## src/rtl/seg7_pkg.sv

```systemverilog
// Shared seven-segment constants and BCD limits.
// Segment patterns are active-low, bit order {g,f,e,d,c,b,a}.
package seg7_pkg;

    localparam int unsigned SEG_W = 7;
    localparam int unsigned BCD_W = 4;

    localparam logic [BCD_W-1:0] BCD_MAX = 4'd9;

    localparam logic [SEG_W-1:0] SEG_0     = 7'b1000000;
    localparam logic [SEG_W-1:0] SEG_1     = 7'b1111001;
    localparam logic [SEG_W-1:0] SEG_2     = 7'b0100100;
    localparam logic [SEG_W-1:0] SEG_3     = 7'b0110000;
    localparam logic [SEG_W-1:0] SEG_4     = 7'b0011001;
    localparam logic [SEG_W-1:0] SEG_5     = 7'b0010010;
    localparam logic [SEG_W-1:0] SEG_6     = 7'b0000010;
    localparam logic [SEG_W-1:0] SEG_7     = 7'b1111000;
    localparam logic [SEG_W-1:0] SEG_8     = 7'b0000000;
    localparam logic [SEG_W-1:0] SEG_9     = 7'b0010000;
    localparam logic [SEG_W-1:0] SEG_BLANK = 7'b1111111;

endpackage : seg7_pkg

```

## src/rtl/seg7_decode.sv

```systemverilog
// Combinational BCD to active-low seven-segment decoder.
// Ports:
//   bcd_i  - 4-bit BCD digit
//   seg_o  - segments {g,f,e,d,c,b,a}, active-low; non-decimal codes blank
module seg7_decode
    import seg7_pkg::*;
(
    input  logic [BCD_W-1:0] bcd_i,
    output logic [SEG_W-1:0] seg_o
);

    always_comb begin
        seg_o = SEG_BLANK;
        case (bcd_i)
            4'd0:    seg_o = SEG_0;
            4'd1:    seg_o = SEG_1;
            4'd2:    seg_o = SEG_2;
            4'd3:    seg_o = SEG_3;
            4'd4:    seg_o = SEG_4;
            4'd5:    seg_o = SEG_5;
            4'd6:    seg_o = SEG_6;
            4'd7:    seg_o = SEG_7;
            4'd8:    seg_o = SEG_8;
            4'd9:    seg_o = SEG_9;
            default: seg_o = SEG_BLANK;
        endcase
    end

endmodule : seg7_decode

```

## src/rtl/bcd_tick_counter.sv

```systemverilog
// Multi-digit decimal counter with prescaler, up/down, parallel load and
// per-digit seven-segment decode.
// Ports:
//   CLOCK_50   - clock, rising edge
//   reset      - synchronous active-high reset
//   en         - count enable (freezes prescaler and digits when low)
//   up         - 1 counts up, 0 counts down
//   load       - parallel load strobe (beats a tick step)
//   load_value - BCD digits to load; nibbles above 9 are stored as 0
//   bcd        - registered count, digit 0 in the low nibble
//   hex        - active-low segments per digit, decoded from bcd
//   tick       - one-cycle pulse on each count step
//   wrap       - one-cycle pulse when the count wraps
module bcd_tick_counter
    import seg7_pkg::*;
#(
    parameter int unsigned DIGITS   = 4,
    parameter int unsigned TICK_DIV = 50_000_000
) (
    input  logic                    CLOCK_50,
    input  logic                    reset,
    input  logic                    en,
    input  logic                    up,
    input  logic                    load,
    input  logic [BCD_W*DIGITS-1:0] load_value,
    output logic [BCD_W*DIGITS-1:0] bcd,
    output logic [SEG_W*DIGITS-1:0] hex,
    output logic                    tick,
    output logic                    wrap
);

    localparam int unsigned PW = (TICK_DIV > 1) ? $clog2(TICK_DIV) : 1;
    localparam int unsigned BW = BCD_W * DIGITS;
    localparam logic [PW-1:0] TERM = PW'(TICK_DIV - 1);

    logic [PW-1:0] presc_q, presc_d;
    logic [BW-1:0] bcd_q,   bcd_d;
    logic          tick_q,  tick_d;
    logic          wrap_q,  wrap_d;

    logic [BW-1:0]   stepped_c;
    logic [BW-1:0]   load_clean_c;
    // chain_c[i] high means digit i receives a carry (up) or borrow (down)
    logic [DIGITS:0] chain_c;

    assign chain_c[0] = 1'b1;

    // Per-digit step, carry/borrow ripple and load sanitising
    for (genvar gi = 0; gi < DIGITS; gi++) begin : g_digit
        logic [BCD_W-1:0] cur_c;
        logic [BCD_W-1:0] ld_c;
        logic             at_lim_c;

        assign cur_c    = bcd_q[BCD_W*gi +: BCD_W];
        assign ld_c     = load_value[BCD_W*gi +: BCD_W];
        assign at_lim_c = up ? (cur_c == BCD_MAX) : (cur_c == 4'd0);

        assign chain_c[gi+1] = chain_c[gi] & at_lim_c;

        assign stepped_c[BCD_W*gi +: BCD_W] =
            !chain_c[gi] ? cur_c :
            at_lim_c     ? (up ? 4'd0 : BCD_MAX) :
            up           ? 4'(cur_c + 4'd1) : 4'(cur_c - 4'd1);

        assign load_clean_c[BCD_W*gi +: BCD_W] = (ld_c > BCD_MAX) ? 4'd0 : ld_c;

        seg7_decode u_dec (
            .bcd_i (cur_c),
            .seg_o (hex[SEG_W*gi +: SEG_W])
        );
    end

    // Next-state: load beats a terminal-count step
    always_comb begin
        presc_d = presc_q;
        bcd_d   = bcd_q;
        tick_d  = 1'b0;
        wrap_d  = 1'b0;
        if (load) begin
            bcd_d   = load_clean_c;
            presc_d = '0;
        end else if (en) begin
            if (presc_q == TERM) begin
                presc_d = '0;
                bcd_d   = stepped_c;
                tick_d  = 1'b1;
                // carry/borrow falling off the top digit is a wrap
                wrap_d  = chain_c[DIGITS];
            end else begin
                presc_d = PW'(presc_q + PW'(1));
            end
        end
    end

    // State registers, synchronous reset
    always_ff @(posedge CLOCK_50) begin
        if (reset) begin
            presc_q <= '0;
            bcd_q   <= '0;
            tick_q  <= 1'b0;
            wrap_q  <= 1'b0;
        end else begin
            presc_q <= presc_d;
            bcd_q   <= bcd_d;
            tick_q  <= tick_d;
            wrap_q  <= wrap_d;
        end
    end

    assign bcd  = bcd_q;
    assign tick = tick_q;
    assign wrap = wrap_q;

endmodule : bcd_tick_counter

```

## config.mk

```make
export PLATFORM = sky130hd
export DESIGN_NAME = bcd_tick_counter
export DESIGN_NICKNAME = d
export VERILOG_FILES = /design/src/rtl/seg7_pkg.sv /design/src/rtl/seg7_decode.sv /design/src/rtl/bcd_tick_counter.sv
export SDC_FILE = /design/constraint.sdc
export NUM_CORES = 1
export LEC_CHECK = 0
export CORE_MARGIN = 10
export CORE_UTILIZATION = 52
export CTS_CLUSTER_SIZE = 40
export DETAILED_ROUTE_END_ITERATION = 8
export PLACE_DENSITY_LB_ADDON = 0.05
export SLEW_MARGIN = 20
export SYNTH_ARGS = -nofsm -noshare
export SYNTH_HDL_FRONTEND = slang
export SYNTH_HIERARCHICAL = 1
export SYNTH_SLANG_ARGS = --single-unit
```

## constraint.sdc

```tcl
create_clock -name CLOCK_50 -period 3.8 [get_ports CLOCK_50]
set_input_delay 1.14 -clock CLOCK_50 [delete_from_list [all_inputs] [get_ports CLOCK_50]]
set_output_delay 1.14 -clock CLOCK_50 [all_outputs]
set_load 0.02 [all_outputs]
```

=== Yosys cells after proc, flatten, opt, wreduce, memory -nomap -nowiden ===
Memory sizes are Yosys's and may differ from the RTL's. A register that Yosys moved wholly into a read port is not among the register bits.
Cells that the tools add are included.

* $add $sub $neg: 9
* $mul: 0
* Divide/modulo/power cells: 0
* $lt $le $gt $ge: 4
* Equality and inequality tests: 5
* Shift-type cells: 0
* Muxes and demuxes: 33
* Bitwise gates (word level): 5
* Reduce and logical (&&, ||, !) cells: 16

{| class="wikitable"
|+ Operators with widths
! kind !! count
|-
| two-way mux 4 bit || 24
|-
| two-way mux 16 bit || 3
|-
| adder 26 x 1 -> 26 bit, second input constant || 1
|-
| equality test 26 bit, second input constant || 1
|-
| two-way mux 26 bit || 1
|-
| adder 4 x 1 -> 4 bit, second input constant || 4
|-
| equality test 4 bit, second input constant || 4
|-
| greater-than comparator 4 bit, second input constant || 4
|-
| logical NOT 4 bit || 4
|-
| subtractor 4 x 1 -> 4 bit, second input constant || 4
|-
| nonzero test 2 bit || 5
|-
| AND reduction 3 bit || 3
|-
| two-way mux 1 bit || 5
|-
| OR reduction 4 bit || 1
|-
| AND 1 bit || 3
|-
| OR reduction 3 bit || 1
|-
| inverter 1 bit || 2
|-
| AND reduction 2 bit || 1
|-
| OR reduction 2 bit || 1
|}

* Flip-flop bits (word level): 44
* Latch bits: 0
* Bits in writable memories: 0
* Bits in read-only memories: 448
* Bits of input ports: 21
* Output and inout port bits: 46
* Word-level logic and storage cells: 83
* Memories kept: 4

{| class="wikitable"
|+ Memories
! memory !! words !! width !! read ports !! clocked after memory_dff !! wr ports !! line !! text
|-
| (no name shown) || 16 || 7 || 1 || 1 || 0 || seg7_decode.sv:14 || <nowiki>case (bcd_i)</nowiki>
|-
| (no name shown) || 16 || 7 || 1 || 1 || 0 || seg7_decode.sv:14 ||
|-
| (no name shown) || 16 || 7 || 1 || 1 || 0 || seg7_decode.sv:14 ||
|-
| (no name shown) || 16 || 7 || 1 || 1 || 0 || seg7_decode.sv:14 ||
|}

=== Logic depth before layout (Yosys ltp) ===
Gate-level depths: netlist (run 1).

* Depth in word-level cells: 10
* Depth in mapped cells: 9
* Mapped depth without buffers: 8

=== Hierarchy ===
Netlist (run 1), hierarchy kept.

{| class="wikitable"
|+ Modules (own cells, without submodules)
! module !! times used !! cells an instance !! area an instance (um^2) !! sequential area each (um^2)
|-
| bcd_tick_counter || 1 || 317 || 2711.4 || 880.8
|-
| seg7_decode at g_digit[0].u_dec ... || 3 || 33 || 210.2 || 0.0
|-
| seg7_decode at g_digit[1].u_dec || 1 || 31 || 200.2 || 0.0
|}

=== Least setup slack after synthesis (run 1) ===
No wires, ideal clock.

* Path kind: in2reg
* Start point: in up
* End point: reg bcd_q[11] (netlist: bcd[11])
* Library setup time: 0.122 ns
* Data arrival time: 3.111 ns
* Data required time: 3.678 ns
* Slack: 0.567 ns
* Stages on the path: 9
* Path buffers: 1
* Path through: buf_6 clkinv_1 ha_1 a21o_1 a21oi_1 mux2i_1 mux2i_1 o21ai_0 a311o_1

* Cells in the longest elaborated chain, start to end: 6
* Elaborated cells between the ends (all ways): 13
* Classes of those cells: mux (10); bitwise (1); reduce/logical (2)

{| class="wikitable"
|+ RTL lines
! what !! line !! text
|-
| start, declared || bcd_tick_counter.sv:23 || <nowiki>input logic up,</nowiki>
|-
| two-way mux 4 bit, or another cell as far along || bcd_tick_counter.sv:63 || <nowiki>up ? 4'(cur_c + 4'd1) : 4'(cur_c - 4'd1);</nowiki>
|-
| two-way mux 4 bit || bcd_tick_counter.sv:62 || <nowiki>at_lim_c ? (up ? 4'd0 : BCD_MAX) :</nowiki>
|-
| two-way mux 4 bit || bcd_tick_counter.sv:61 || <nowiki>!chain_c[gi] ? cur_c :</nowiki>
|-
| two-way mux 16 bit || bcd_tick_counter.sv:83 || <nowiki>if (presc_q == TERM) begin</nowiki>
|-
| two-way mux 16 bit || bcd_tick_counter.sv:82 || <nowiki>end else if (en) begin</nowiki>
|-
| two-way mux 16 bit || bcd_tick_counter.sv:79 || <nowiki>if (load) begin</nowiki>
|-
| end signal, assigned || bcd_tick_counter.sv:99 || <nowiki>bcd_q <= '0;</nowiki>
|-
| end signal, assigned || bcd_tick_counter.sv:104 || <nowiki>bcd_q <= bcd_d;</nowiki>
|-
| end, declared || bcd_tick_counter.sv:37 || <nowiki>logic [BW-1:0] bcd_q, bcd_d;</nowiki>
|}

Several ways; a longest one is shown, not always the timed one. The select of a mux whose other input is x is not followed.
A chain may end at the register's enable or synchronous reset.

==> results of run 1 <==
==> cell usage in the layout (no fill, tap or decap), drive strengths merged, types with 2 or more instances in the layout <==
| cell | instances |
|---|---|
| nor2 | 67 |
| clkdlybuf4s50 | 66 |
| dfxtp | 44 |
| o21ai | 38 |
| ha | 29 |
| a21oi | 29 |
| nand2 | 27 |
| inv | 21 |
| xor2 | 19 |
| nand3 | 16 |
| xnor2 | 16 |
| nand2b | 15 |
| nor3 | 13 |
| and3 | 11 |
| buf | 10 |
| a211oi | 9 |
| nand4 | 8 |
| mux2i | 7 |
| nor4 | 7 |
| clkbuf | 6 |
| a31oi | 5 |
| or2 | 5 |
| fa | 4 |
| nor4b | 4 |
| nor4bb | 3 |
| a32o | 3 |
| or2b | 3 |
| or3 | 3 |
| and4 | 2 |
| a21o | 2 |
| a2bb2oi | 2 |
| clkinv | 2 |
| a21boi | 2 |
| or4 | 2 |
| a221oi | 2 |
==> critical path, delay by kind of cell (launching register included) <==
family | cells | cell delay [ns]
DFF | 1 | 0.62
adders and majority gates | 1 | 0.24
and+or+nand+nor | 1 | 0.06
AOI/OAI and AO/OA | 2 | 0.27
buffers and inverters | 2 | 0.81
==> final cells by class <==
cell class	count	area (µm²)
timing repair buffer	76	735.7
sequential	44	880.8
fill	612	2338
inverter	22	82.58
tap	80	100.1
clock buffer	6	82.58
multi-input combinational	363	2460
clock inverter	2	38.79
==> metal layers <==
metal,global-route usage (%),up-vias,part of all wire [%]
li1,-,1688,-
met5,0,-,0
met4,3.688,0,1.2
met1,20.14,1554,45
met3,2.949,12,4.3
met2,29.69,56,49
==> logic make-up (layout without fill, tap and decap cells) <==
| kind of cell | Yosys count | count (layout) | share of synthesized area, % |
|---|---|---|---|
| compound gates | 95 | 95 | 16.99 |
| xor+xnor | 35 | 35 | 8.654 |
| fa+ha+maj | 33 | 33 | 12.50 |
| buf+inv | 40 | 106 | 5.687 |
| flops | 44 | 44 | 24.87 |
| mux | 7 | 7 | 1.978 |
| simple gates | 193 | 193 | 29.32 |
==> cell usage after synthesis (4+ instances only) <==
cell	count	area share, %
a211oi_1	6	1.3
a21oi_1	25	3.5
a21oi_2	4	0.99
a31oi_1	5	0.88
and3_1	11	1.9
buf_2	8	1.1
buf_6	5	1.6
clkbuf_1	4	0.42
dfxtp_1	44	25
fa_1	4	2.3
ha_1	29	10
inv_1	21	2.2
mux2i_1	7	2.0
nand2_1	27	2.9
nand2b_1	15	2.6
nand3_1	16	2.3
nand4_1	8	1.4
nor2_1	67	7.1
nor3_1	11	1.6
nor4_1	6	1.1
o21ai_0	36	5.1
or2_1	4	0.71
xnor2_1	16	4.0
xor2_1	19	4.7
==> state kept, by name (all words and copies together), names as in the netlist <==
signal and count:
tick 1, presc_q 26, bcd 16, wrap 1
==> worst max path at each step <==
stage | start | end | cells past startpoint
global route | bcd[12] | hex[25] | 6
finish | bcd[12] | hex[25] | 6
detailed placement | up | bcd[11] | 9
global placement | up | bcd[11] | 9
floorplan | up | bcd[11] | 9
CTS | bcd[12] | hex[25] | 6
==> stage by stage <==
stage	instances	total power, mW	setup slack, ns	area, µm²	hold slack [ns]
floorplan	447	0.7294	0.5668	3542	0.4852
global placement	585	0.8749	0.4015	4259	0.5089
detailed placement	585	0.8823	0.3469	4259	0.5181
CTS	593	1.273	0.3543	4380	0.5404
global route	593	1.321	0.1885	4380	0.5961
finish	593	1.252	0.3558	4380	0.5414
==> power groups by stage <==
stage	clock (mW)	sequential (mW)	combinational, mW
6_report	0.381	0.504	0.366
5_1_grt	0.412	0.508	0.402
4_1_cts	0.399	0.504	0.370
3_5_place_dp	0	0.515	0.367
3_3_place_gp	0	0.514	0.361
2_1_floorplan	0	0.513	0.217
==> results.md, run 1 <==
- The flow ran to the end, and the final reports show no timing, DRC or antenna violations.
- The most prevalent standard cell on the critical path is o21ai_0.
- Net switching is approximately 31% of the power.
- The async set or reset register ratio after synthesis is 0%.
- The H-tree generated during clock tree synthesis spans 2 levels.
- The initial utilization of the core area, before any placement, comes to approximately 53%.
- The HPWL reported at the end of detailed placement is between 6 and 7 mm.
- The cell area after technology mapping is ~3500 µm².
- In this run the most critical hold path is launched from presc_q[17].
- Once the clock tree was built, the resizer swapped 0 gates to a different size.
- The overall die height is a little over 100 µm.
- The detailed-routing iteration count for the pre-antenna-repair pass is 5.
- The routed wire length is roughly 8.7 mm.
- The number of top-level design ports is between 60 and 70.
- The DRC violation total after the first TritonRoute iteration is 161.
- On the critical path, the stage with the largest delay is an instance of clkdlybuf4s50_1.
- The core region is 6719 µm².
- Combinational logic burns between 20% and 30% of the power.
- In this run the static leakage power is about 1.7 nW.
- The insertion delay to the later sink of the worst-skew pair is about 0.30 ns.
- Input and output buffers added on the ports amount to between 60 and 70.
- The repair_antennas step left the layout with diodes totalling 0.
- The number of buffers created by CTS is 5.
- The count of final max-slew check failures was 0.
- Global routing consumed, over all layers together, 16.61% of the routing resources.
- After clock tree synthesis, the clock-pin slew on the worst setup and hold paths is around 0.090 ns.
- The maximum count of clock buffers along a single path is 2.
- Setup violations remaining at the end of the flow were counted as 0.
- Synthesis produced 447 cells.
- The number of storage elements in the synthesis netlist is 44.
- The minimum clock period is around 3.4 ns.
- The core utilization of the finished layout is around 65%.
- The startpoint of the most critical register-to-register path is presc_q[0].
- TritonCTS built the clock tree.
- The proportion of synthesized chip area in sequential cells is between 20% and 30%.
- The element type at the critical path start is a flip-flop.
- The clock tree root buffer cell is clkbuf_8.
- The endpoint of the worst-slack reg-to-reg timing path is bcd[15].
- The congestion estimate from routability-driven global placement came to between 0.8 and 0.9.
- The standard-cell row count is 30.
- The number of distinct library cell variants in the gate-level netlist after synthesis is just under 60.
- Compared with the post-synthesis result, the final layout area differs by 23.67%.
- Setup total negative slack on the finished layout was measured at 0 ns.
- The count of vias placed by the detailed router is 3310.
- The count of nets after finishing is 566.
- Counting every net in the synthesized netlist gives 501.
- For this run, the leading register cell type out of synthesis is dfxtp_1.
- Headroom to the max-slew limit came out at between 60% and 70%.
- The critical path arrival is about 2.3 ns.
- Per report_power, the sequential group accounts for 40.3% of the total.
- The worst hold-check path type is reg -> reg.
- The number of post-CTS setup repair buffers is 0.
- The via count of the first global-routing pass is between 3000 and 4000.
- The worst-case clock skew is between 0.004 and 0.005 ns.
- The total number of yosys warnings is 6.
- Of the available clock period, the critical path in the final layout requires approximately 91%.
- The synthesized area divided by synthesized cell count is between 7 and 8 µm².
- The power dissipated by switching net loads is 0.3909 mW.
- The worst-case register-to-register setup slack is 1.57 ns.
- The largest voltage drop on the vdd net is between 150 and 200 µV.
- Along the worst hold path, the cell count comes to 2.
- The count of nets left with antenna violations after detail routing is 0.
- The largest net degree at the start of global routing is 26.
- Traced cell by cell, the critical path runs through inv_1, ha_1, nand2_1, o21ai_0, o21ai_0, clkdlybuf4s50_1.
- The internal portion of the total power is roughly 0.86 mW.
- The tree built by TritonCTS fans out to 44 sinks.
- The number of cells on the worst reg-to-reg path is 7.
- The post-route netlist has about 6.8% of its cells at a drive strength greater than 1.
- The sort of element at the end of the critical path is an output port.
- For the worst setup path, the data required time is approximately 2.7 ns.
- Setup repair after global routing left no endpoint under its margin.
- Max-cap violations in this run came to 0.
- The final hold violation count is 0.
- For this run, the slowest stage of the critical path takes 0.64 ns.
- The initial antenna violation count is 0.
- Static timing analysis puts the maximum clock frequency at between 0.2 and 0.3 GHz.
- At the pin with the least slew margin, the transition time is between 0.5 and 0.6 ns.
- The leftover overflow at the end of global routing is 0.
- The clock network is responsible for between 30% and 40% of the overall power.
- For this design the ratio of total power to cell area is between 200 and 300 nW/µm².
- For this run, design rule violations remaining after detail routing come to 0.
- The die extent in x is around 100 µm.
- The number of vias per cell is around 5.6.
- The die footprint is roughly 11000 µm².
- The global-route wire length before repair is roughly 15 mm.
- The synthesized design contains 0 enable-type register cells.
- The hold-critical path endpoint is presc_q[17].
- Of all nets on the critical path, the largest fanout is 12.
- After clock tree synthesis, the flow added hold-fix buffers numbering 0.
- The average wire per cell in the routed design is 14.72 µm.
- The critical path is of the reg -> out type.
No activity file was read; power rests on OpenSTA's default activity.
==> run 2: changes to the inputs <==
Settings changed: CORE_UTILIZATION 52 to 47.
Clock period 3.8 ns to 2.9 ns, I/O delays scaled along.
==> run 2 against run 1 <==
  * Global-route usage is 1.1 points lower
  * Die area is 8.5% higher
  * Sequential cell count stayed put
  * Power is 24% higher
  * Register-to-register slack worse by 0.78 ns
  * Critical path type unchanged
  * Highest routed layer unchanged
==> results.md, run 2 (same netlist as run 1, synthesis figures left out) <==
- The instance area at placement is 4522 µm² (was 4259 µm²).
- The count of nets left with antenna violations after detail routing came to 0 (unchanged).
- The leakage power figure came to 1.887 nW (was 1.658 nW).
- The worst-case clock skew came to 0.01175 ns (was 0.004927 ns).
- The die extent in x was 106.8 µm (was 102.5 µm).
- The routed wire length is 9.122 mm (was 8.729 mm).
- The standard-cell row count came to 31 (was 30).
- The largest fanout on the critical path was 13 (was 12).
- The leftover overflow at the end of global routing is 0 (unchanged).
- The initial antenna violation count is 0 (unchanged).
- The clock slew seen by the registers of the worst setup and hold paths was 0.10 ns (was 0.09 ns).
- The area of the placeable core is 7292 µm² (was 6719 µm²).
- The register area is 887.1 µm² (was 880.8 µm²).
- Critical path, cell by cell: or2b_1, a21oi_2, a31oi_1, clkdlybuf4s50_1 (was inv_1, ha_1, nand2_1, o21ai_0, o21ai_0, clkdlybuf4s50_1).
- The maximum level of the CTS H-tree is 2 (unchanged).
- The final hold slack is 0.5436 ns (was 0.5414 ns).
- The sink count of the clock tree was 44 (unchanged).
- The sum of buffers and inverters on the critical path came to 1 (was 2).
- The max capacitance violation total is 0 (unchanged).
- The number of buffers created by CTS came to 5 (unchanged).
- The number of remaining DRC errors was 0 (unchanged).
- The fraction of layout cells with a size suffix above 1 is 13.10% (was 6.823%).
- The overall global routing resource usage was 15.50% (was 16.61%).
- The final hold violation count is 0 (unchanged).
- The insertion delay to the later sink of the worst-skew pair came to 0.31 ns (was 0.30 ns).
- The count of final setup violators is 0 (unchanged).
- The clock tree root buffer cell is clkbuf_8 (unchanged).
- The area growth from synthesis to layout is 30.55% (was 23.67%).
- The critical path arrival is 1.92 ns (was 2.30 ns).
- The clock tree from TritonCTS is done (unchanged).
- The largest voltage drop on the vdd net is 247.9 µV (was 168.5 µV).
- The number of top-level design ports is 67 (unchanged).
- The count of nets after finishing is 596 (was 566).
- The maximum achievable frequency is approximately 0.36 GHz.
- The area of all placed cells without fillers is 4624 µm² (was 4380 µm²).
- The required time at the endpoint of the critical path is 2.03 ns (was 2.66 ns).
- The final critical-path setup slack came to 0.1141 ns (was 0.3558 ns).
- The kind of cell adding the most delay to the critical path is buffers and inverters (unchanged).
- The antenna diode count is 0 (unchanged).
- The DRC violation total after the first TritonRoute iteration is 173 (was 161).
- The number of fill cells in the layout is 680 (was 612).
- The max-slew headroom at the worst pin is 68.63% (was 64.11%).
- The worst hold-check path type was reg -> reg (unchanged).
- The maximum count of clock buffers along a single path came to 2 (unchanged).
- The number of flip-flops under the largest register name is 26 (unchanged).
- The global placer's final weighted congestion is 0.8493 (was 0.8429).
- Setup repair after global routing missed its margin: no (unchanged).
- The register with the most flip-flops is presc_q (unchanged).
- The slowest cell on the critical path is clkdlybuf4s50_1 (unchanged).
- The starting density of the core is 48.58% (was 52.72%).
- For the finished layout, the period the worst path requires is 2.786 ns.
- The detailed-routing iteration count for the pre-antenna-repair pass is 4 (was 5).
- The transition at the pin with the smallest max-transition slack is 0.4656 ns (was 0.5376 ns).
- The most common cell after layout, fill and taps aside is nor2_1 (unchanged).
- The sum of internal, switching and leakage power is 1.554 mW (was 1.252 mW).
- Of the available clock period, the critical path in the final layout requires 96.07%.
- The HPWL reported at the end of detailed placement is 7.193 mm (was 6.627 mm).
- The worst setup timing slack at the placement stage was -0.1816 ns (was 0.3469 ns).
- The overall die height came to 106.8 µm (was 102.5 µm).
- Most frequent cells in the layout: nor2_1 (67), clkdlybuf4s50_1 (57), dfxtp_1 (39), buf_4 (39), o21ai_0 (36) (was nor2_1 (67), clkdlybuf4s50_1 (66), dfxtp_1 (44), o21ai_0 (36), ha_1 (29)).
- The global-route wire length before repair is 15.03 mm (was 14.54 mm).
- The total area of multi-input combinational cells is 2464 µm² (was 2460 µm²).
- The sort of element at the end of the critical path is an output port (unchanged).
- The largest net degree at the start of global routing is 26 (unchanged).
- The die footprint is 11410 µm² (was 10510 µm²).
- Status: completed (unchanged).
- The class of the most critical setup path is reg -> out (unchanged).
- The element type at the critical path start is a flip-flop (unchanged).
- The count of vias placed by the detailed router was 3392 (was 3310).
- The average wire per cell in the routed design came to 14.23 µm (was 14.72 µm).
- The via count of the first global-routing pass is 3179 (was 3085).
- The power per standard cell area is 336.1 nW/µm² (was 285.8 nW/µm²).
- The quantity of I/O buffers inserted on ports is 66 (unchanged).
- The largest stage delay on the critical path came to 0.56 ns (was 0.64 ns).
- The number of vias per cell is 5.292 (was 5.582).
- The count of final max-slew check failures is 0 (unchanged).
run 2: cell types whose count changed in the layout (fill, tap and decap cells not counted), sizes merged:
cell and delta:
buf +30, bufinv -1, clkbuf -1, clkdlybuf4s50 -9
clkinvlp +1, dlygate4sd2 +3, dlymetal6s2s +6
run 2: final timing paths:
| path | from | endpoint | slack (ns) | cells after the start |
|---|---|---|---|---|
| worst max-delay path | bcd[11] | hex[17] | 0.11 | 4 |
| worst min-delay path | presc_q[4] | presc_q[4] | 0.54 | 2 |
| worst max register to register | presc_q[0] | bcd[1] | 0.79 | 7 |
| worst min register to register | presc_q[4] | presc_q[4] | 0.54 | 2 |
run 2: power breakdown:
| group | internal [mW] | switching [mW] | total, mW |
|---|---|---|---|
| sequential | 0.618 | 0.0293 | 0.648 |
| clock | 0.164 | 0.227 | 0.391 |
| combinational | 0.249 | 0.267 | 0.516 |
| total | 1.03 | 0.524 | 1.55 |
run 2: final cells by class:
cell class / count / share of cell area [%]
multi-input combinational: 363 / 53.27
timing repair buffer: 106 / 21.29
sequential: 44 / 19.18
tap: 99 / 2.679
inverter: 22 / 1.813
clock buffer: 5 / 1.488
clock inverter: 2 / 0.2706
run 2: repair_timing:
action	in CTS	in global routing
hold buffers	0	0
setup endpoints to repair	6	14
setup buffers	0	0
gates resized for setup	4	11
run 2: worst reg2reg max path: cells and delay by family (launching register included):
kind | cells | cell delay [ns]
AO/OA/AOI/OAI | 2 | 0.42
AND/OR/NAND/NOR | 4 | 0.90
flip-flops | 1 | 0.41
adder cells (fa/ha/maj) | 1 | 0.26
run 2: metrics by stage:
stage	TNS [ns]	cells	util [%]
2_1_floorplan	0	447	-
3_3_place_gp	-0.2016	634	62.01
3_5_place_dp	-0.5262	634	62.01
4_1_cts	0	641	63.09
5_1_grt	0	641	63.42
6_report	0	641	63.42
run 2: metal layers:
layer	wire, µm	part of all wire (%)	track usage, %	vias up
met1	4130	45	18.00	1570
li1	-	-	-	1751
met5	0	0	0	-
met4	54	0.59	3.191	0
met3	401	4.4	3.234	5
met2	4535	50	28.49	66
==> run 3: changes to the inputs <==
Settings changed: CORE_ASPECT_RATIO set to 1.4, PLACE_DENSITY set to 0.85, PLACE_DENSITY_LB_ADDON 0.05 to unset.
==> run 3 against run 2 <==
  * Clock power increased by 28%
  * Hold slack improved by 0.0026 ns
  * Global-route usage increased by 0.85 points
  * Sequential power about the same
  * Sequential cell count unchanged
  * Critical path depth increased by 5
  * Via count increased by 3.0%
  * Largest power group unchanged
  * Sequential share of layout area about the same
  * Design area increased by 0.43%
==> results.md, run 3 (same netlist as run 1, synthesis figures left out) <==
- The number of vias per cell is 5.511 (was 5.292).
- The HPWL reported at the end of detailed placement is 7.331 mm (was 7.193 mm).
- The fraction of layout cells with a size suffix above 1 is 13.22% (was 13.10%).
- The most common cell after layout, fill and taps aside is nor2_1 (unchanged).
- The antenna diode count is 0 (unchanged).
- The number of top-level design ports is 67 (unchanged).
- The count of nets after finishing came to 590 (was 596).
- The class of the most critical setup path is in -> reg (was reg -> out).
- The area growth from synthesis to layout is 31.12% (was 30.55%).
- The DRC violation total after the first TritonRoute iteration was 338 (was 173).
- The quantity of I/O buffers inserted on ports is 66 (unchanged).
- The overall global routing resource usage is 16.36% (was 15.50%).
- The count of nets left with antenna violations after detail routing came to 0 (unchanged).
- The count of final max-slew check failures is 0 (unchanged).
- The leakage power figure is 1.977 nW (was 1.887 nW).
- The number of remaining DRC errors is 0 (unchanged).
- The largest voltage drop on the vdd net was 198.8 µV (was 247.9 µV).
- The critical hold path startpoint is presc_q[25] (was presc_q[4]).
- The count of final setup violators came to 0 (unchanged).
- The worst-case register-to-register setup slack is 0.77 ns (was 0.79 ns).
- The global placer's final weighted congestion is 0.9133 (was 0.8493).
- The leftover overflow at the end of global routing is 0 (unchanged).
- The number of cells on the worst reg-to-reg path was 7 (unchanged).
- The average wire per cell in the routed design was 15.05 µm (was 14.23 µm).
- The count of vias placed by the detailed router is 3494 (was 3392).
- The total area of multi-input combinational cells came to 2467 µm² (was 2464 µm²).
- The clock tree from TritonCTS is done (unchanged).
- The number of fill cells in the layout is 600 (was 680).
- The max-slew headroom at the worst pin came to 68.43% (was 68.63%).
- The die extent in x is 93.37 µm (was 106.8 µm).
- The transition at the pin with the smallest max-transition slack was 0.4731 ns (was 0.4656 ns).
- The detailed-routing iteration count for the pre-antenna-repair pass is 4 (unchanged).
- The sink count of the clock tree is 44 (unchanged).
- The max capacitance violation total was 0 (unchanged).
- The element type at the critical path start is an input port (was flip-flop).
- The sort of element at the end of the critical path is a flip-flop (was output port).
- Most frequent cells in the layout: nor2_1 (67), clkdlybuf4s50_1 (51), o21ai_0 (36), dfxtp_1 (35), buf_4 (33) (was nor2_1 (67), clkdlybuf4s50_1 (57), dfxtp_1 (39), buf_4 (39), o21ai_0 (36)).
- The clock slew seen by the registers of the worst setup and hold paths came to 0.09 ns (was 0.10 ns).
- The sum of internal, switching and leakage power is 1.672 mW (was 1.554 mW).
- The initial antenna violation count is 0 (unchanged).
- The final period utilization is 97.46% (was 96.07%).
- The required time at the endpoint of the critical path is 3.09 ns (was 2.03 ns).
- The minimum clock period was 2.826 ns (was 2.786 ns).
- The worst hold-check path type is reg -> reg (unchanged).
- The standard-cell row count came to 37 (was 31).
- The startpoint of the most critical register-to-register path is presc_q[0] (unchanged).
- The largest net degree at the start of global routing was 26 (unchanged).
- The starting density of the core was 48.12% (was 48.58%).
- The number of cells in the design after placement came to 626 (was 634).
- The number of buffers added to fix hold violations after cts came to 0 (unchanged).
- The power per standard cell area was 360.1 nW/µm² (was 336.1 nW/µm²).
- The number of standard cells in the layout, taps in and fillers out is 634 (was 641).
- The number of flip-flops under the largest register name is 26 (unchanged).
- The global-route wire length before repair came to 15.72 mm (was 15.03 mm).
- The worst hold path depth is 2 (unchanged).
- The worst-case clock skew is 0.01181 ns (was 0.01175 ns).
- The maximum achievable frequency is 0.3538 GHz (was 0.3589 GHz).
- Status: completed (unchanged).
- The maximum level of the CTS H-tree came to 2 (unchanged).
- The final hold violation count is 0 (unchanged).
- The area of the placeable core is 7361 µm² (was 7292 µm²).
- The endpoint of the worst-slack reg-to-reg timing path is bcd[3] (was bcd[1]).
- The critical path arrival came to 3.01 ns (was 1.92 ns).
- The maximum count of clock buffers along a single path is 2 (unchanged).
- The register with the most flip-flops is presc_q (unchanged).
- The overall die height came to 122.7 µm (was 106.8 µm).
- The number of buffers created by CTS came to 5 (unchanged).
- The clock tree root buffer cell is clkbuf_8 (unchanged).
- The insertion delay to the later sink of the worst-skew pair came to 0.31 ns (about the same).
- The setup TNS after final layout was 0 ns (unchanged).
- The register area is 892.1 µm² (was 887.1 µm²).
- The routed wire length is 9.541 mm (was 9.122 mm).
- The via count of the first global-routing pass was 3418 (was 3179).
- The largest fanout on the critical path is 5 (was 13).
- The hold-critical path endpoint is presc_q[25] (was presc_q[4]).
- The die footprint came to 11460 µm² (was 11410 µm²).
run 3: metrics by stage:
stage / hold WS, ns / area (µm²) / utilization [%] / setup WS, ns
5_1_grt: 0.6058 / 4644 / 63.10 / -0.03827
4_1_cts: 0.5478 / 4598 / 62.47 / 0.01169
3_3_place_gp: 0.5095 / 4474 / 60.79 / -0.1913
6_report: 0.5462 / 4644 / 63.10 / 0.07371
3_5_place_dp: 0.5167 / 4474 / 60.79 / -0.2501
2_1_floorplan: 0.4852 / 3543 / - / 0.1640
run 3: per-layer routing:
metal | global-route usage (%) | up-vias | wire [µm]
met5 | 0 | - | 0
met4 | 5.513 | 0 | 178
li1 | - | 1741 | -
met1 | 17.76 | 1652 | 3931
met3 | 3.177 | 16 | 415
met2 | 30.58 | 85 | 5017
run 3: how the worst max path moves through the flow:
stage | cells after the start | to | slack [ns] | from
6_report | 9 | bcd[11] | 0.07 | up
4_1_cts | 6 | hex[4] | 0.01 | bcd[0]
2_1_floorplan | 9 | bcd[11] | 0.16 | up
3_5_place_dp | 9 | bcd[11] | -0.25 | up
5_1_grt | 9 | bcd[11] | -0.04 | up
3_3_place_gp | 9 | bcd[11] | -0.19 | up
run 3: worst max-delay path, cell delays in order:
cell	delay, ns
clkdlybuf4s50_1	0.54
clkinv_2	0.10
buf_4	0.16
ha_1	0.32
a21oi_2	0.25
mux2i_1	0.13
mux2i_1	0.19
o21ai_0	0.11
a311o_1	0.35
run 3: power by group:
group / total (mW) / switching (mW) / internal [mW]
registers: 0.651 / 0.0327 / 0.619
logic: 0.520 / 0.276 / 0.244
clock network: 0.501 / 0.219 / 0.282
total: 1.67 / 0.528 / 1.14
run 3: layout make-up:
cell class | instances | share of cell area [%]
Clock buffer | 6 | 1.778
Tap cell | 97 | 2.613
Timing Repair Buffer | 100 | 20.64
Clock inverter | 2 | 0.8351
Sequential cell | 44 | 19.21
Multi-Input combinational cell | 363 | 53.13
Inverter | 22 | 1.805
run 3: repair_timing:
item	4_1_cts	5_1_grt
gates resized for setup	6	20
pin swaps	0	2
buffers inserted	0	0
endpoints found under the setup margin	14	20
